$ cat src/rtl/i2s_rx_pkg.sv
// Shared definitions for the I2S slave receiver: default sizes, channel
// encoding and receiver state encoding.
package i2s_rx_pkg;

  localparam int AUDIO_DW_DEFAULT    = 8;
  localparam int SYNC_STAGES_DEFAULT = 2;

  localparam logic CH_LEFT  = 1'b0;
  localparam logic CH_RIGHT = 1'b1;

  typedef enum logic {
    UNSYNC = 1'b0,
    RECV   = 1'b1
  } rx_state_e;

endpackage

$ cat src/rtl/i2s_rx_sync_edge.sv
// N-stage synchroniser for an asynchronous pad input, with a registered
// rising-edge pulse of the synchronised level.
module sync_edge #(
  parameter int STAGES = 2
) (
  input  logic clk_i,
  input  logic rst_i,
  input  logic d,
  output logic q,
  output logic rise
);

  logic [STAGES-1:0] chain;
  logic              q_prev;

  always_ff @(posedge clk_i) begin
    if (rst_i) begin
      chain  <= '0;
      q_prev <= 1'b0;
      rise   <= 1'b0;
    end else begin
      chain  <= {chain[STAGES-2:0], d};
      q_prev <= chain[STAGES-1];
      rise   <= chain[STAGES-1] & ~q_prev;
    end
  end

  assign q = chain[STAGES-1];

endmodule

$ cat src/rtl/i2s_rx.sv
// I2S slave receiver: oversamples sck/ws/sd and deserialises MSB-first words.
// Define I2S_RX_LEFT_JUSTIFIED_EN for left-justified framing (no one-bit delay).
module i2s_rx
  import i2s_rx_pkg::*;
#(
  parameter int AUDIO_DW    = AUDIO_DW_DEFAULT,
  parameter int SYNC_STAGES = SYNC_STAGES_DEFAULT
) (
  input  logic                clk_i,
  input  logic                rst_i,
  input  logic                sck_i,
  input  logic                ws_i,
  input  logic                sd_i,
  output logic [AUDIO_DW-1:0] l_data_o,
  output logic [AUDIO_DW-1:0] r_data_o,
  output logic                l_valid_o,
  output logic                r_valid_o,
  output logic                synced_o,
  output logic                short_err_o
);

  localparam int CNT_W = $clog2(AUDIO_DW + 1);
  localparam logic [CNT_W-1:0] CNT_FULL = CNT_W'(AUDIO_DW);
`ifdef I2S_RX_LEFT_JUSTIFIED_EN
  localparam logic [CNT_W-1:0] SHORT_LIM = CNT_W'(AUDIO_DW);
`else
  // The transition bit still belongs to the ending word, so one fewer is enough.
  localparam logic [CNT_W-1:0] SHORT_LIM = CNT_W'(AUDIO_DW - 1);
`endif

  logic sck_rise, ws_s, sd_s;
  logic sck_level_unused, ws_rise_unused, sd_rise_unused;

  rx_state_e state, state_next;
  logic                ws_d, ws_seen, ws_edge;
  logic [CNT_W-1:0]    cnt, cnt_inc, fresh_cnt;
  logic [AUDIO_DW-1:0] shreg, word_shift, commit_word, fresh_word;
  logic                commit_short;
  logic                start_word, shift_en, commit;

  sync_edge #(.STAGES(SYNC_STAGES)) u_sync_sck (
    .clk_i(clk_i), .rst_i(rst_i), .d(sck_i), .q(sck_level_unused), .rise(sck_rise)
  );
  sync_edge #(.STAGES(SYNC_STAGES)) u_sync_ws (
    .clk_i(clk_i), .rst_i(rst_i), .d(ws_i), .q(ws_s), .rise(ws_rise_unused)
  );
  sync_edge #(.STAGES(SYNC_STAGES)) u_sync_sd (
    .clk_i(clk_i), .rst_i(rst_i), .d(sd_i), .q(sd_s), .rise(sd_rise_unused)
  );

  assign ws_edge = sck_rise & ws_seen & (ws_s != ws_d);
  assign cnt_inc = (cnt == CNT_FULL) ? cnt : cnt + CNT_W'(1);

  always_comb begin
    word_shift = shreg;
    for (int i = 0; i < AUDIO_DW; i++) begin
      if (cnt == CNT_W'(AUDIO_DW - 1 - i)) word_shift[i] = sd_s;
    end
  end

  always_comb begin
    fresh_word = '0;
`ifdef I2S_RX_LEFT_JUSTIFIED_EN
    commit_word = shreg;
    fresh_word[AUDIO_DW-1] = sd_s;
    fresh_cnt = CNT_W'(1);
`else
    commit_word = word_shift;
    fresh_cnt = '0;
`endif
    commit_short = (cnt < SHORT_LIM);
  end

  always_ff @(posedge clk_i) begin
    if (rst_i) state <= UNSYNC;
    else       state <= state_next;
  end

  always_comb begin
    state_next = state;
    case (state)
      UNSYNC:  if (ws_edge) state_next = RECV;
      RECV:    state_next = RECV;
      default: state_next = UNSYNC;
    endcase
  end

  always_comb begin
    start_word = 1'b0;
    shift_en   = 1'b0;
    commit     = 1'b0;
    synced_o   = 1'b0;
    case (state)
      UNSYNC: start_word = ws_edge;
      RECV: begin
        shift_en = sck_rise & ~ws_edge;
        commit   = ws_edge;
        synced_o = 1'b1;
      end
      default: ;
    endcase
  end

  // ws_d only becomes meaningful after the first sck rise, so a constant ws never commits.
  always_ff @(posedge clk_i) begin
    if (rst_i) begin
      ws_d        <= 1'b0;
      ws_seen     <= 1'b0;
      cnt         <= '0;
      shreg       <= '0;
      l_data_o    <= '0;
      r_data_o    <= '0;
      l_valid_o   <= 1'b0;
      r_valid_o   <= 1'b0;
      short_err_o <= 1'b0;
    end else begin
      l_valid_o   <= 1'b0;
      r_valid_o   <= 1'b0;
      short_err_o <= 1'b0;
      if (sck_rise) begin
        ws_d    <= ws_s;
        ws_seen <= 1'b1;
      end
      if (start_word || commit) begin
        shreg <= fresh_word;
        cnt   <= fresh_cnt;
      end else if (shift_en) begin
        shreg <= word_shift;
        cnt   <= cnt_inc;
      end
      if (commit) begin
        if (ws_d == CH_LEFT) begin
          l_data_o  <= commit_word;
          l_valid_o <= 1'b1;
        end
        if (ws_d == CH_RIGHT) begin
          r_data_o  <= commit_word;
          r_valid_o <= 1'b1;
        end
        short_err_o <= commit_short;
      end
    end
  end

endmodule
$ cat config.mk
export PLATFORM = sky130hd
export DESIGN_NAME = i2s_rx
export DESIGN_NICKNAME = d
export VERILOG_FILES = /design/src/rtl/i2s_rx_pkg.sv /design/src/rtl/i2s_rx_sync_edge.sv /design/src/rtl/i2s_rx.sv
export SDC_FILE = /design/constraint.sdc
export NUM_CORES = 1
export LEC_CHECK = 0
export CAP_MARGIN = 30
export CORE_AREA = 2 2 73 75
export DETAILED_ROUTE_END_ITERATION = 16
export DIE_AREA = 0 0 75 77
export SKIP_CTS_REPAIR_TIMING = 1
export SLEW_MARGIN = 0
export SYNTH_ARGS = -nofsm -noshare
export SYNTH_HDL_FRONTEND = slang
export SYNTH_SLANG_ARGS = --single-unit
$ cat constraint.sdc
create_clock -name clk_i -period 2.5 [get_ports clk_i]
set_input_delay 0.25 -clock clk_i [delete_from_list [all_inputs] [get_ports clk_i]]
set_output_delay 0.25 -clock clk_i [all_outputs]
set_load 0.02 [all_outputs]
Yosys cells after proc, flatten, opt, wreduce, memory -nomap -nowiden

Index checks and enable logic that the tools add are counted.

$add $sub $neg: 1
Magnitude comparators: 1
Equality and inequality tests: 9
Muxes and demuxes: 16
Bitwise gates (word level): 10
Reduce and logical (&&, ||, !) cells: 7

Operator list:

| kind                                                                  | count |
|---|---|
| 4-bit by 3-bit == test with 1-bit output (second input constant)      | 4 |
| 1-bit 2-to-1 mux                                                      | 15 |
| 4-bit by 2-bit == test with 1-bit output (second input constant)      | 2 |
| 1-bit NOT                                                             | 6 |
| 2-bit AND reduction                                                   | 3 |
| 4-bit by 1-bit adder with 4-bit output (second input constant)        | 1 |
| 1-bit bitwise AND                                                     | 4 |
| 4-bit by 1-bit == test with 1-bit output (second input constant)      | 1 |
| 4-bit == test (second input constant)                                 | 1 |
| 4-bit zero test                                                       | 1 |
| 4-bit by 3-bit < comparator with 1-bit output (second input constant) | 1 |
| 2-bit OR reduction                                                    | 2 |
| 1-bit one-hot mux with 2 select lines                                 | 1 |
| 1-bit logical OR                                                      | 1 |
| 1-bit inequality test                                                 | 1 |

Flip-flop bits (word level): 42
Bits of input ports: 5
Output and inout port bits: 20
Logic and storage cells: 59

Depth between registers and ports, before layout

Depth in word-level cells: 6
Mapped depth: 6
Gate-level depth less buffers: 5

Modules after synthesis

A second synthesis with hierarchy kept.

Cells, all modules: 197
Area total of the unflattened synthesis: 1999.4 µm²

By module, submodules not included:

| module    | times used | cells each | area an instance (µm²) | seq. area each (µm²) |
|---|---|---|---|---|
| i2s_rx    | 1          | 173        | 1665.3                 | 680.7 |
| sync_edge | 3          | 8          | 111.4                  | 80.1 |

Worst setup path after synthesis

Ideal clock, no wire load.

Path kind: register -> register
From: register cnt[0]
To: register shreg[7]
Setup time: 137 ps
Data arrival time: 1269 ps
Required time: 2363 ps
Path slack: 1093 ps
Cell stages (with the launch flop): 6
Buffers on the path: 0
Period minus slack after synthesis: 1407 ps
Cell sequence: dfxtp_1 inv_1 ha_1 nor3b_1 mux2i_1 a211oi_1

Word-level cells in the longest chain between the ends: 2

Ends and longest elaborated chain:

| what                     | line          | source |
|---|---|---|
| start: declaration       | i2s_rx.sv:36  | `logic [CNT_W-1:0] cnt, cnt_inc, fresh_cnt;` |
| start signal: assignment | i2s_rx.sv:126 | `cnt <= fresh_cnt;` |
| start signal: assignment | i2s_rx.sv:129 | `cnt <= cnt_inc;` |
| 4-bit zero test          | i2s_rx.sv:57  | `if (cnt == CNT_W'(AUDIO_DW - 1 - i)) word_shift[i] = sd_s;` |
| 1-bit 2-to-1 mux         | i2s_rx.sv:57  |  |
| end signal: assignment   | i2s_rx.sv:125 | `shreg <= fresh_word;` |
| end signal: assignment   | i2s_rx.sv:128 | `shreg <= word_shift;` |
| end: declaration         | i2s_rx.sv:37  | `logic [AUDIO_DW-1:0] shreg, word_shift, commit_word, fresh_word;` |

No other way between the ends.
A chain may end at the register's enable or synchronous reset.

Worst setup path in the final report

From: register ws_d
To: register r_data_o[2]

Word-level cells in the longest chain between the ends: 4

Ends and longest elaborated chain:

| what                                   | line          | source |
|---|---|---|
| start: declaration                     | i2s_rx.sv:35  | `logic ws_d, ws_seen, ws_edge;` |
| start signal: assignment               | i2s_rx.sv:121 | `ws_d <= ws_s;` |
| 1-bit inequality test                  | i2s_rx.sv:51  | `assign ws_edge = sck_rise & ws_seen & (ws_s != ws_d);` |
| 1-bit bitwise AND                      | i2s_rx.sv:51  |  |
| 1-bit 2-to-1 mux                       | i2s_rx.sv:93  | `case (state)` |
| 2-bit AND reduction (no source line) * | n/a           |  |
| end signal: assignment                 | i2s_rx.sv:137 | `r_data_o <= commit_word;` |
| end: declaration                       | i2s_rx.sv:15  | `output logic [AUDIO_DW-1:0] r_data_o,` |

Every way passes the cells marked *; elsewhere a longest branch is shown, timed or not.

==> metrics.csv <==
stage,metric,value,unit
status,status,"complete, no violations",
yosys,number of enable flip-flop cells after synthesis,0,
setup_path,Crit path required time,2.67,ns
power_and_ir_drop,Comb power frac,3.0,%
power_and_ir_drop,P_sw,0.000259,W
cts,TritonCTS sink count,42,
flow_run,maxcap violations,0,
grt,routing usage on met2,20.8,%
power_and_ir_drop,internal power,0.00101,W
yosys,top_reg_cell synth,dfxtp_1,
floorplanning,Chip Width,75,microns
setup_path,critical path capture point type,flip-flop,
cts,CTS buffer count,5,
setup_path,CP Cell Sequence,nor2b_1 > and2_4 > a211oi_1,
grt,GRT met3 Usage,3.68,%
cts,worst skew pair latency,0.30,ns
yosys,Post-Syn Area,1940,sq um
setup_path,"delay-heaviest family, CP",simple AND/OR/NAND/NOR gates,
grt,vias in the first global route,1210,
yosys,simple-gate portion of the synthesized area,13.6,%
setup_path,Critical Path Max Stage Delay,0.61,ns
yosys,Yosys top cell by area,dfxtp_1,
yosys,cells after synthesis,189,
sta,RSZ-0062 raised after global routing,false,
grt,gr usage total,14.5,%
hold_path,Worst Hold Class,reg -> reg,
setup_path,"Max FO, Critical Path",9,
sta,skew final,0.00527,ns
grt,antenna violations before repair,0,
sta,Rel. slew slack,54.1,%
route,Total Wirelength,3930,microns
cts,H-tree Lvls,2,
cells_and_area,share of cells above drive strength 1,13.2,%
power_and_ir_drop,Worst VDD drop,383,uV
route,routed vias/inst,5.07,
floorplanning,die height,77,microns
grt,Global Route met1 Usage,20.9,%
yosys,post-synth top area share,43.3,%
place,worst slack at placement,0.794,ns
sta,Min Hold Slack,0.383,ns
sta,Final setup viols,0,
route,DR vias,1389,
cells_and_area,nets,213,
floorplanning,Die Area,5780,sq um
yosys,post-synthesis xor/xnor area fraction,1.29,%
cells_and_area,"commonest non-fill, non-tap cell in the layout",dfxtp_1,
floorplanning,initial core utilization,39.0,%
setup_path,WP buf/inv,0,
sta,Final Max Tran Viols,0,
place,RePlAce Congestion,0.744,
yosys,Syn Area/Cell,10.3,sq um
setup_path,crit path DAT,1.81,ns
power_and_ir_drop,clock power share,43.3,%
sta,fin crit period,1.64,ns
cells_and_area,Area Overhead vs Synth,15.5,%
power_and_ir_drop,leakage,0.736,nW
sta,final hold viol count,0,
cts,Clock Tree Buf Depth,2,
sta,Worst Tran Pin Value,0.687,ns
cts,Clock Tree Root,clkbuf_8,
yosys,Syn Nets,198,
yosys,Ys Warns,0,
yosys,share of synthesized area spent on multiplexers,6.18,%
sta,setup TNS,0,ns
place,I/O Buffers,24,
yosys,Synth cell types,36,
route,antenna-violating nets left,0,
floorplanning,Rows,26,
setup_path,Worst path slowest cell,nor2b_1,
yosys,fraction of registers with async set/reset,0,%
sta,period utilization,65.5,%
power_and_ir_drop,sw frac,20.4,%
setup_path,crit path kind,reg -> reg,
yosys,#FFs+latches synth,42,
cells_and_area,Post-Layout Cell Count,274,
cts,"Reg clk slew, reported paths",0.08,ns
sta,final worst slack,0.862,ns
sta,Max Fclk,610,MHz
grt,largest net degree at the start of global routing,22,
yosys,Post-Synth Adder-Cell Area,2.58,%
floorplanning,IO Count,25,
grt,GRT overflow,0,
yosys,largest family of logic cells by synthesized area,compound AO/OA/AOI/OAI gates,
floorplanning,core footprint,4980,sq um
setup_path,crit path launch type,flip-flop,
cts,CTS tree,built,
power_and_ir_drop,Cell Pwr Density,566,nW/um^2
route,Wirelength per Cell,14.3,microns
grt,first-pass GRT wire length,6440,microns
grt,GR peak layer,met1,
yosys,Compound-Gate Fraction of Synth Area,24.0,%
route,Residual DRC,0,
place,placed insts,267,
power_and_ir_drop,Flop pwr share,53.6,%
yosys,Synth area leaders,"dfxtp_1, mux2i_1, a211oi_1, a211oi_2, buf_6",
yosys,register area share after synthesis,43.3,%
cells_and_area,most frequent cells in the layout,"dfxtp_1, clkdlybuf4s50_1, a21oi_1, a211oi_1",
route,1st-iter DRT viols,73,
cells_and_area,Antenna Cells,0,
place,placed wire-length estimate,2630,microns
route,drt pass-1 iters,4,
## final cells by class
type / instances / area [sq um]
fillers: 486 / 2730
multi-input cells: 123 / 925
flip-flops and latches: 42 / 841
repair buffers: 26 / 255
well taps: 70 / 87.6
clock buffers: 6 / 82.6
clock inverters: 1 / 30.0
inverters: 6 / 22.5
## power groups by stage
stage | clock (W) | combinational (W) | sequential (W)
finish | 0.000550 | 0.0000386 | 0.000681
global route | 0.000586 | 0.0000427 | 0.000683
CTS | 0.000567 | 0.0000392 | 0.000681
detailed placement | 0 | 0.0000391 | 0.000697
global placement | 0 | 0.0000394 | 0.000697
floorplan | 0 | 0.0000362 | 0.000692
## path summary, 6_finish.rpt
check                                        from         endpoint  slack (ns)  depth (start not counted)
worst min register to register  u_sync_sck.q_prev  u_sync_sck.rise        0.38                          1
worst min-delay path            u_sync_sck.q_prev  u_sync_sck.rise        0.38                          1
worst max register to register               ws_d      r_data_o[2]        0.86                          3
worst max-delay path                         ws_d      r_data_o[2]        0.86                          3
## through the flow
stage / total power [W] / instance area (sq um) / utilization (%)
after detailed placement: 0.000736 / 2130 / 42.8
after CTS: 0.00129 / 2240 / 45.1
final: 0.00127 / 2240 / 45.1
after global placement: 0.000736 / 2130 / 42.8
after floorplan: 0.000728 / 1940 / -
after global routing: 0.00131 / 2240 / 45.1
## synth_stat cells (3+ instances only)
master and instances:
inv_1 6, nand2b_1 3, nand3b_1 5, a211oi_1 16, ha_1 4, a21oi_1 17, o21ai_0 5, buf_2 4
dfxtp_1 42, nand2_1 3, a211oi_2 9, nor3b_1 4, o22ai_1 3, nor2b_1 11, buf_6 9, nor2_1 12
mux2i_1 12
## state kept, by name (all words and copies together) (netlist names)
name,cells
u_sync_ws.chain,2
u_sync_sck.chain,2
u_sync_sck.q_prev,1
shreg,8
l_data_o,8
r_data_o,8
u_sync_sd.chain,2
l_valid_o,1
ws_seen,1
cnt,4
r_valid_o,1
state,1
u_sync_sck.rise,1
short_err_o,1
ws_d,1
## logic make-up (layout without fill, tap and decap cells)
kind of cell,after synthesis,in the layout
AO/OA/AOI/OAI,60,60
AND/OR/NAND/NOR,45,45
flip-flops,42,42
buffers and inverters,24,39
multiplexers,12,12
adder cells (fa/ha/maj),4,4
XOR/XNOR,2,2
## routing by layer
metal  up-vias  wire [microns]
met5         -               0
met4         0              68
met3         6             143
met2        24            1760
met1       654            1960
li1        705               -
(Power assumes the default switching activity.)
